File: src/rtl/mem_pkg.sv
// Shared types and helpers for the load/store unit.
// Holds the FSM state enum, funct3 width codes and legality/alignment checks.
package mem_pkg;

  typedef enum logic [2:0] {
    IDLE,
    LOAD,
    RMW_READ,
    WRITE,
    RESP
  } state_t;

  localparam logic [2:0] F3_B  = 3'b000;
  localparam logic [2:0] F3_H  = 3'b001;
  localparam logic [2:0] F3_W  = 3'b010;
  localparam logic [2:0] F3_BU = 3'b100;
  localparam logic [2:0] F3_HU = 3'b101;

  function automatic logic is_aligned(
    input logic [2:0] f3,
    input logic [1:0] a
  );
    case (f3)
      F3_H, F3_HU: return !a[0];
      F3_W:        return a == 2'b00;
      default:     return 1'b1;
    endcase
  endfunction

  // Stores have no unsigned variants.
  function automatic logic is_legal(
    input logic       wr,
    input logic [2:0] f3
  );
    if (wr)
      return f3 inside {F3_B, F3_H, F3_W};
    return f3 inside {F3_B, F3_H, F3_W, F3_BU, F3_HU};
  endfunction

endpackage

File: src/rtl/load_extend.sv
// Load lane select and sign/zero extension.
// Ports: word (RAM word), addr (byte offset), funct3 (width code) -> result.
module load_extend
  import mem_pkg::*;
(
  input  logic [31:0] word,
  input  logic [1:0]  addr,
  input  logic [2:0]  funct3,
  output logic [31:0] result
);

  logic [7:0]  w_byte;
  logic [15:0] w_half;

  assign w_byte = word[{addr, 3'b000} +: 8];
  assign w_half = addr[1] ? word[31:16] : word[15:0];

  always_comb begin
    result = '0;
    case (funct3)
      F3_B:    result = {{24{w_byte[7]}}, w_byte};
      F3_BU:   result = {24'd0, w_byte};
      F3_H:    result = {{16{w_half[15]}}, w_half};
      F3_HU:   result = {16'd0, w_half};
      F3_W:    result = word;
      default: result = '0;
    endcase
  end

endmodule

File: src/rtl/mem_access_unit.sv
// RV32I load/store unit mastering a word-wide zero-delay RAM.
// Ports: valid/ready request, one-cycle response, RAM addr/data/write/readback.
module mem_access_unit
  import mem_pkg::*;
#(
  parameter int dataW       = 32,
  parameter int RAMAddrSize = 8
) (
  input  logic                   clock,
  input  logic                   reset,
  input  logic                   req_valid,
  output logic                   req_ready,
  input  logic                   req_write,
  input  logic [2:0]             req_funct3,
  input  logic [RAMAddrSize-1:0] req_addr,
  input  logic [dataW-1:0]       req_wdata,
  output logic                   resp_valid,
  output logic [dataW-1:0]       resp_rdata,
  output logic                   resp_err,
  output logic [RAMAddrSize-1:0] RAMAddr,
  output logic [dataW-1:0]       DataIn,
  output logic                   RAMWriteControl,
  input  logic [dataW-1:0]       RAMOut
);

  state_t                 r_state;
  state_t                 w_next;
  logic                   r_write;
  logic [2:0]             r_f3;
  logic [RAMAddrSize-1:0] r_addr;
  logic [dataW-1:0]       r_wdata;
  logic [dataW-1:0]       r_merge;
  logic [dataW-1:0]       r_rdata;
  logic                   r_err;
  logic                   w_err;
  logic [31:0]            w_ext;
  logic [dataW-1:0]       w_merge;

  assign w_err = !is_legal(req_write, req_funct3)
              || !is_aligned(req_funct3, req_addr[1:0]);

  load_extend u_ext (
    .word   (RAMOut),
    .addr   (r_addr[1:0]),
    .funct3 (r_f3),
    .result (w_ext)
  );

  always_ff @(posedge clock or posedge reset) begin
    if (reset) begin
      r_state <= IDLE;
      r_write <= 1'b0;
      r_f3    <= '0;
      r_addr  <= '0;
      r_wdata <= '0;
      r_merge <= '0;
      r_rdata <= '0;
      r_err   <= 1'b0;
    end else begin
      r_state <= w_next;
      case (r_state)
        IDLE: if (req_valid) begin
          r_write <= req_write;
          r_f3    <= req_funct3;
          r_addr  <= req_addr;
          r_wdata <= req_wdata;
          r_rdata <= '0;
          r_err   <= w_err;
        end
        LOAD:     r_rdata <= w_ext;
        RMW_READ: r_merge <= RAMOut;
        default: ;
      endcase
    end
  end

  always_comb begin
    w_next = r_state;
    case (r_state)
      IDLE: if (req_valid) begin
        if (w_err)
          w_next = RESP;
        else if (!req_write)
          w_next = LOAD;
        else if (req_funct3 == F3_W)
          w_next = WRITE;
        else
          w_next = RMW_READ;
      end
      LOAD:     w_next = RESP;
      RMW_READ: w_next = WRITE;
      WRITE:    w_next = RESP;
      RESP:     w_next = IDLE;
      default:  w_next = IDLE;
    endcase
  end

  // Only the addressed lane of the read-back word is replaced.
  always_comb begin
    w_merge = r_merge;
    case (r_f3)
      F3_B: w_merge[{r_addr[1:0], 3'b000} +: 8] = r_wdata[7:0];
      F3_H: w_merge[{r_addr[1], 4'b0000} +: 16] = r_wdata[15:0];
      default: w_merge = r_wdata;
    endcase
  end

  assign req_ready       = r_state == IDLE;
  assign resp_valid      = r_state == RESP;
  assign resp_err        = resp_valid && r_err;
  assign resp_rdata      = (resp_valid && !r_write) ? r_rdata : '0;
  assign RAMWriteControl = r_state == WRITE;
  assign DataIn          = RAMWriteControl ? w_merge : '0;
  assign RAMAddr         = {r_addr[RAMAddrSize-1:2], 2'b00};

endmodule

File: config.mk
export PLATFORM = sky130hd
export DESIGN_NAME = mem_access_unit
export DESIGN_NICKNAME = d
export VERILOG_FILES = /design/src/rtl/mem_pkg.sv /design/src/rtl/load_extend.sv /design/src/rtl/mem_access_unit.sv
export SDC_FILE = /design/constraint.sdc
export NUM_CORES = 1
export LEC_CHECK = 0
export CAP_MARGIN = 0
export CORE_ASPECT_RATIO = 0.75
export CORE_UTILIZATION = 25
export CTS_CLUSTER_SIZE = 24
export DETAILED_ROUTE_END_ITERATION = 16
export GPL_TIMING_DRIVEN = 0
export PLACE_DENSITY = 0.58
export REMOVE_ABC_BUFFERS = 1
export SKIP_LAST_GASP = 1
export SYNTH_ARGS = -nofsm -noshare
export SYNTH_HDL_FRONTEND = slang
export SYNTH_SLANG_ARGS = --single-unit
File: constraint.sdc
create_clock -name clock -period 5.7 [get_ports clock]
set_input_delay 1.425 -clock clock [delete_from_list [all_inputs] [get_ports clock]]
set_output_delay 1.425 -clock clock [all_outputs]
set_load 0.01 [all_outputs]
==> flow_metrics.py <==
metrics = {
    "cells_and_area": {
        "area_growth_pct": 34.1,
        "fillCellCount": 2438,
        "drive_gt1_share_pct": 13.0,
        "seqCellArea_mm2": 0.00280,
        "layout_common_cells": "clkdlybuf4s50_1, nand2_1, dfrtp_1",
        "final_core_util_pct": 34.2,
        "multi_input_area_mm2": 0.00303,
        "layout_commonest_cell": "clkdlybuf4s50_1",
        "fin_nets": 823,
        "num_antenna_cells": 0,
    },
    "timing": {
        "slew_headroom_pct": 26.6,
        "period_minus_slack_ns": 5.12,
        "skew_ns": 0.00747,
        "setup_violations": 0,
        "rsz0062_at_grt": "no",
        "slew_violations": 0,
        "tightestPinTransition_ns": 1.10,
        "fmax_ghz": 0.195,
        "hold_slack_ns": 0.472,
        "post-route-period-util_pct": 89.9,
        "final_hold_viol_count": 0,
    },
    "synthesis": {
        "ys_seq_area_share_pct": 45.8,
        "yosys_warnings": 0,
        "synthSimpleGateAreaFrac_pct": 18.4,
        "synth-edff-count": 0,
        "postSynthCellCount": 620,
        "yosys.area_share.adder_pct": 1.02,
        "synth_top_family_by_area": "simple AND/OR/NAND/NOR gates",
        "async_reset_ff_share_pct": 100,
        "avgSynthCellArea_um2": 9.87,
        "synth-xor-area-share_pct": 0,
        "ys_top_cells_by_area": "dfrtp_1, mux2_2, nand2_1",
        "synthMuxAreaShare_pct": 12.9,
        "syn_area_mm2": 0.00612,
        "ys_seq_elements": 112,
        "yosysTopAreaCell": "dfrtp_1",
        "netlist.area_leader.share_pct": 45.8,
        "synth-compound-area-share_pct": 16.9,
        "yosys_most_used_dff": "dfrtp_1",
        "ys_types": 58,
    },
    "global_routing": {
        "grt_pass1_wl_um": 30800,
        "grt-ovfl-total": 0,
        "use_met1_pct": 24.8,
        "grt_pass1_vias": 4980,
        "grt_start_max_net_pins": 79,
        "track_usage_pct": 16.3,
        "grt_most_used_layer": "met1",
        "gr-usage-met3_pct": 4.47,
        "antenna_found_initial": 2,
        "grt_use_met2_pct": 23.0,
    },
    "clock_tree": {
        "post-cts-setup-buffers": 0,
        "htreeDepth": 3,
        "clk_latency_ns": 0.36,
        "numCtsBuffers": 9,
        "cts_tree": "yes",
        "clockRootBuffer": "clkbuf_16",
        "clk_pin_slew_ns": 0.08,
        "cts_hold_buf": 0,
        "post_cts_resized": 0,
        "cts_sinks": 112,
        "cts_buffer_depth": 2,
    },
    "worst_setup_path": {
        "worstSetupStartpointType": "register",
        "path_max_fanout": 15,
        "critical_path.endpoint_type": "output port",
        "critPathKind": "register to output port",
        "worstPathArrival_ns": 3.70,
        "required_ns": 4.28,
    },
    "placed_design": {
        "place_congestion": 0.839,
        "portBuffers": 152,
        "hpwl_um": 15100,
    },
    "die": {
        "dieWidth_um": 183,
        "core-area_mm2": 0.0240,
        "std_cell_rows": 49,
        "dieArea_mm2": 0.0251,
        "start_util_pct": 25.5,
        "dieHeight_um": 138,
        "pin_count": 155,
    },
    "routing": {
        "dr.first_iter.drc_count": 397,
        "via_count": 5244,
        "drc": 0,
        "routed_wl_um": 20200,
        "drt_first_pass_iters": 5,
        "postRouteAntennaNets": 0,
        "avgRoutedWirePerCell_um": 18.8,
        "viasPerCell": 4.88,
    },
    "power": {
        "p_leak_nw": 3.48,
        "ir_worst_vdd_mv": 0.226,
        "cellPowerDensity_mw_per_mm2": 481,
    },
    "run": {
        "maxCapViolCount": 0,
    },
    "hold_path": {
        "min_path_type": "register to register",
    },
    "run_status": {
        "status": "complete, no violations",
    },
}
-- registers in the layout, indices dropped and copies added, names as in the netlist --
| signal | flops |
|---|---|
| r_merge | 32 |
| r_rdata | 32 |
| r_wdata | 32 |
| r_addr | 8 |
| r_f3 | 3 |
| r_state | 3 |
| r_err | 1 |
| r_write | 1 |
-- metrics by stage --
stage          instance area (um^2)  power, mW  std cells  setup slack (ns)  setup TNS, ns
5_1_grt                        8210       4.23       1075             0.384              0
2_1_floorplan                  5860       2.63        571              1.32              0
3_3_place_gp                   7800       3.23       1054            -0.571         -62.13
4_1_cts                        8190       3.96       1074             0.654              0
6_report                       8210       3.94       1075             0.577              0
3_5_place_dp                   7900       3.30       1058              1.08              0
-- area by class of cell --
class	count	area share, %
Clock buffer	10	2.91
Clock inverter	6	0.625
Inverter	11	0.564
Multi-Input combinational cell	448	36.9
Sequential cell	112	34.2
Tap cell	331	5.05
Timing Repair Buffer	157	19.8
-- report_power, final --
group,switching (mW),leakage (nW),internal [mW]
sequential,0.366,1.42,1.16
clock,0.322,0.145,0.317
combinational,0.939,1.92,0.838
-- per-layer routing --
layer / vias to the layer above / wire length [um]
met5: - / 12
met1: 2569 / 10300
met4: 2 / 100
met3: 11 / 1520
li1: 2473 / -
met2: 189 / 8240
-- Yosys cell counts (3+ instances only) --
master	instances
inv_1	9
o21ai_1	9
a32oi_1	7
buf_4	11
a21oi_1	11
a22oi_1	20
nor2b_1	5
a221oi_1	11
o21ai_0	8
a222oi_1	6
a2bb2oi_1	4
a31oi_1	4
nor3_1	13
a221o_1	18
mux2_2	55
nand2_1	136
clkbuf_1	20
nor3_2	3
mux2i_1	13
dfrtp_1	112
and2_1	35
nor2_1	22
ha_1	5
o22ai_1	17
a21o_1	9
buf_2	16
-- critical path, cell delays in order (launching register included) --
cell and delay [ns]:
dfrtp_1 0.55, nor2_1 0.91, nand2_1 0.66, a2bb2oi_1 0.28, o22ai_1 0.32, clkdlybuf4s50_1 0.61
-- worst paths after layout --
| path | start | to | slack [ns] | cells past startpoint |
|---|---|---|---|---|
| max | r_f3[1]$_DFFE_PP0P_ | DataIn[24] | 0.58 | 5 |
| min | r_write$_DFFE_PP0P_ | r_write$_DFFE_PP0P_ | 0.47 | 2 |
| max reg2reg | r_addr[1]$_DFFE_PP0P_ | r_rdata[30]$_DFFE_PP0P_ | 3.27 | 4 |
| min reg2reg | r_write$_DFFE_PP0P_ | r_write$_DFFE_PP0P_ | 0.47 | 2 |
| max in group asynchronous | reset | r_rdata[21]$_DFFE_PP0P_ | 3.58 | 3 |
| min in group asynchronous | reset | r_err$_DFFE_PP0P_ | 1.41 | 2 |
-- logic make-up after synthesis --
family | count (synthesis)
other cells | 1
fa+ha+maj | 5
simple gates | 237
buf+inv | 61
flops | 112
compound gates | 134
mux | 70
Note: power is estimated with default switching activity, not from simulation.
==> edit 1: new RTL, same settings <==
Set the parameter `RAMAddrSize` to 16 (it was 8).
--- a/src/rtl/mem_access_unit.sv
+++ b/src/rtl/mem_access_unit.sv
@@ -5,5 +5,5 @@
 #(
   parameter int dataW       = 32,
-  parameter int RAMAddrSize = 8
+  parameter int RAMAddrSize = 16
 ) (
   input  logic                   clock,
Ports: changed (resized RAMAddr and req_addr); port bits go from 155 to 171. No check against the original RTL was run, so the function may have changed too.
==> edit 1 against the unedited design <==
- setup slack got worse by 0.096 ns
- count of clock-buffer cells in the layout rose by 13
- cell count rose by 9.6%
- maximum frequency fell by 1.8%
- sequential cell count rose by 8
- combinational power rose by 5%
- critical path depth rose by 2
- synthesized cell count rose by 11%
- routed wire length rose by 6.4%
- design area rose by 9.2%
- sequential power rose by 7%
- total power rose by 17%
- area after synthesis rose by 4.6%
- critical path type unchanged
- critical endpoint is now DataIn[21]
==> edit 1: results (changes against the unedited design) <==
[status]
outcome = finished, final reports clean  ; unchanged

[worst_setup_path]
critPathMaxStageDelay_ns = 0.78  ; was 0.91 ns
reg2reg_from = r_f3[0]  ; was r_addr[1]
crit_path_start = r_addr[1]  ; was r_f3[1]

[synth]
synth-compound-area-share = 0.1531  ; was 0.1686
yosys-top-cells-count = 195 x nand2_1, 120 x dfrtp_1, 48 x mux2_2, 35 x and2_1, 30 x a22oi_1  ; was 136 x nand2_1, 112 x dfrtp_1, 55 x mux2_2, 35 x and2_1, 22 x nor2_1
ys_top_cells_by_area = dfrtp_1 47%, nand2_1 11%, mux2_2 8.4%, a22oi_1 3.5%, and2_1 3.4%  ; was dfrtp_1 46%, mux2_2 10%, nand2_1 8.3%, and2_1 3.6%, a221o_1 2.9%
postSynthRegisterBits = 120  ; was 112
synth_fa_ha_area_frac = 0.009775  ; was 0.01022

[floorplan]
dieArea_um2 = 26250  ; was 25120 µm²

[detailed_routing]
m1WireLength_um = 10220  ; was 10350 µm
first_iter_violations = 459  ; was 397
vias_per_cell = 4.802  ; was 4.878

[final_layout]
n_all_inverters = 10  ; was 11
multi_input_area_share = 0.3410  ; was 0.3693
num-fill-cells = 2576  ; was 2438
layout.nonclk_buf_frac = 0.2050  ; was 0.1976
final.clkbuf_count = 23  ; was 10
multi_input_gates = 503  ; was 448
drive_gt1_frac = 0.1286  ; was 0.1304

[place]
dpl_cell_area_um2 = 8346  ; was 7900 µm²
place.gp.congestion = 0.8516  ; was 0.8388

[clock_tree]
clkTransAtPathRegs_ns = 0.05  ; was 0.08 ns

[grt]
antenna_found_initial = 0  ; was 2
grt_pass1_wl_um = 33060  ; was 30760 µm
use_met3 = 0.04961  ; was 0.04467
grt_use_total = 0.1667  ; was 0.1633

[power]
total_leakage_power_uw = 0.003768  ; was 0.003482 µW

[timing]
skew_ns = 0.01488  ; was 0.007466 ns

edit 1: cell count changes after synthesis, sizes merged, moves of 9 or more:
cell    delta
a21o       -9
a21oi     +14
a221o     -12
a221oi    -11
a22oi     +10
buf       +11
mux2i     -12
nand2     +59
o21ai     +19
edit 1: worst register-to-register path, stage by stage (launching register included):
cell and delay, ns:
dfrtp_1 0.73, o21ai_1 0.16, or4b_1 1.05, nor2_4 0.19, a211o_1 0.33
edit 1: how the worst min path moves through the flow:
stage / startpoint / end / slack (ns) / depth (start not counted)
finish: r_addr[2] / r_addr[2] / 0.47 / 2
global route: r_rdata[14] / r_rdata[14] / 0.50 / 1
CTS: r_addr[2] / r_addr[2] / 0.48 / 2
detailed placement: r_addr[13] / r_addr[13] / 0.46 / 2
global placement: r_addr[14] / r_addr[14] / 0.46 / 2
floorplan: r_err / r_err / 0.44 / 2
==> edit 2: new RTL, same flow settings <==
Made on the original files. Put a register stage on the output `resp_err`, cleared by the reset. The value now appears one clock later. The other outputs are not delayed to match.
--- a/src/rtl/mem_access_unit.sv
+++ b/src/rtl/mem_access_unit.sv
@@ -108,5 +108,11 @@
   assign req_ready       = r_state == IDLE;
   assign resp_valid      = r_state == RESP;
-  assign resp_err        = resp_valid && r_err;
+  always_ff @(posedge clock or posedge reset) begin
+    if (reset) begin
+      resp_err <= '0;
+    end else begin
+      resp_err <= resp_valid && r_err;
+    end
+  end
   assign resp_rdata      = (resp_valid && !r_write) ? r_rdata : '0;
   assign RAMWriteControl = r_state == WRITE;
Check against the original RTL: not equivalent (Yosys sat finds a counterexample within 4 cycles, from zero or initial values and one cycle with reset high).
==> edit 2 against the unedited design <==
- sequential cell count rose by 1
- total power rose by 14%
- utilization rose by 1.4 points
- routed wire length rose by 0.91%
- setup slack got worse by 0.013 ns
- synthesized cell count rose by 0.16%
- maximum frequency fell by 0.24%
- cell count rose by 1.4%
- count of clock-buffer cells in the layout rose by 10
- area after synthesis rose by 0.41%
- design area rose by 4.3%
- critical endpoint is now DataIn[3]
- highest routed layer unchanged
==> edit 2: results (changes against the unedited design) <==
[status]
outcome = finished, final reports clean  ; unchanged

[synth]
ys_top_cells_by_area = dfrtp_1 46%, mux2_2 10%, nand2_1 8.3%, and2_1 3.6%, a221o_1 2.9%  ; unchanged
synth.avg_cell_area_um2 = 9.897  ; was 9.872 µm²
synth_fa_ha_area_frac = 0.01018  ; was 0.01022
synth-compound-area-share = 0.1680  ; was 0.1686
seq_area_frac_synth = 0.4601  ; was 0.4579
syn_area_um2 = 6146  ; was 6121 µm²
yosys-top-cells-count = 136 x nand2_1, 113 x dfrtp_1, 55 x mux2_2, 35 x and2_1, 22 x nor2_1  ; was 136 x nand2_1, 112 x dfrtp_1, 55 x mux2_2, 35 x and2_1, 22 x nor2_1

[clock_tree]
cts_buffers = 17  ; was 9
worstSkewPairLatency_ns = 0.42  ; was 0.36 ns
clkTransAtPathRegs_ns = 0.05  ; was 0.08 ns
cts.sinks = 113  ; was 112
h-tree-depth = 4  ; was 3

[final_layout]
final.clkbuf_count = 20  ; was 10
clock_area_frac = 0.07398  ; was 0.03538
ff_latch_area_um2 = 2828  ; was 2803 µm²
seq_share = 0.3304  ; was 0.3416
layout.nonclk_buf_frac = 0.1877  ; was 0.1976
num-fill-cells = 2465  ; was 2438
drive_gt1_frac = 0.1436  ; was 0.1304
buffers = 156  ; was 157
final_nets = 831  ; was 823
layout.cells.non_filler = 1090  ; was 1075

[detailed_routing]
first_iter_violations = 457  ; was 397
vias_per_cell = 4.903  ; was 4.878
wl_per_cell_um = 18.72  ; was 18.81 µm

[grt]
grt_pass1_vias = 5252  ; was 4980
grt_pass1_wl_um = 31380  ; was 30760 µm
grt_use_total = 0.1667  ; was 0.1633
antenna_found_initial = 1  ; was 2
grt_max_degree = 76  ; was 79

[place]
dpl_cell_area_um2 = 7925  ; was 7900 µm²
place.gp.congestion = 0.8530  ; was 0.8388
post-place-ws_ns = 1.093  ; was 1.084 ns

[power]
ir_drop_v = 0.0004730  ; was 0.0002260 V

[worst_setup_path]
critPathMaxStageDelay_ns = 0.83  ; was 0.91 ns
crit_fanout = 13  ; was 15
slowest_stage = dfrtp_1  ; was nor2_1
crit_family = buffers and inverters  ; was simple AND/OR/NAND/NOR gates
crit_arrival_ns = 3.71  ; was 3.70 ns

[timing]
slew_headroom = 0.1106  ; was 0.2659
skew_ns = 0.01043  ; was 0.007466 ns

[hold_path]
min_path_type = reg -> reg  ; unchanged

edit 2: changes by cell type after synthesis, sizes merged:
cell,change
dfrtp,+1
edit 2: routing by layer:
layer | up-vias | GRT usage | wire length [µm]
li1 | 2489 | - | -
met2 | 210 | 0.2385 | 8546
met1 | 2628 | 0.2462 | 10040
met5 | - | 0 | 13
met3 | 15 | 0.04758 | 1683
met4 | 2 | 0.03287 | 127
edit 2: worst paths after layout:
path	start	to	slack (ns)	cells past startpoint
setup / recovery	r_addr[1]	DataIn[3]	0.56	7
hold / removal	r_rdata[13]	r_rdata[13]	0.47	1
setup reg to reg	r_addr[1]	r_rdata[24]	3.25	4
hold reg to reg	r_rdata[13]	r_rdata[13]	0.47	1
max in group asynchronous	reset	r_rdata[28]	3.62	3
min in group asynchronous	reset	r_state[0]	1.38	2
edit 2: report_power, final:
group          total [µW]  internal [µW]  switching [µW]
clock network        1160            781             379
registers            1550           1170             375
logic                1780            838             946
total                4490           2790            1700
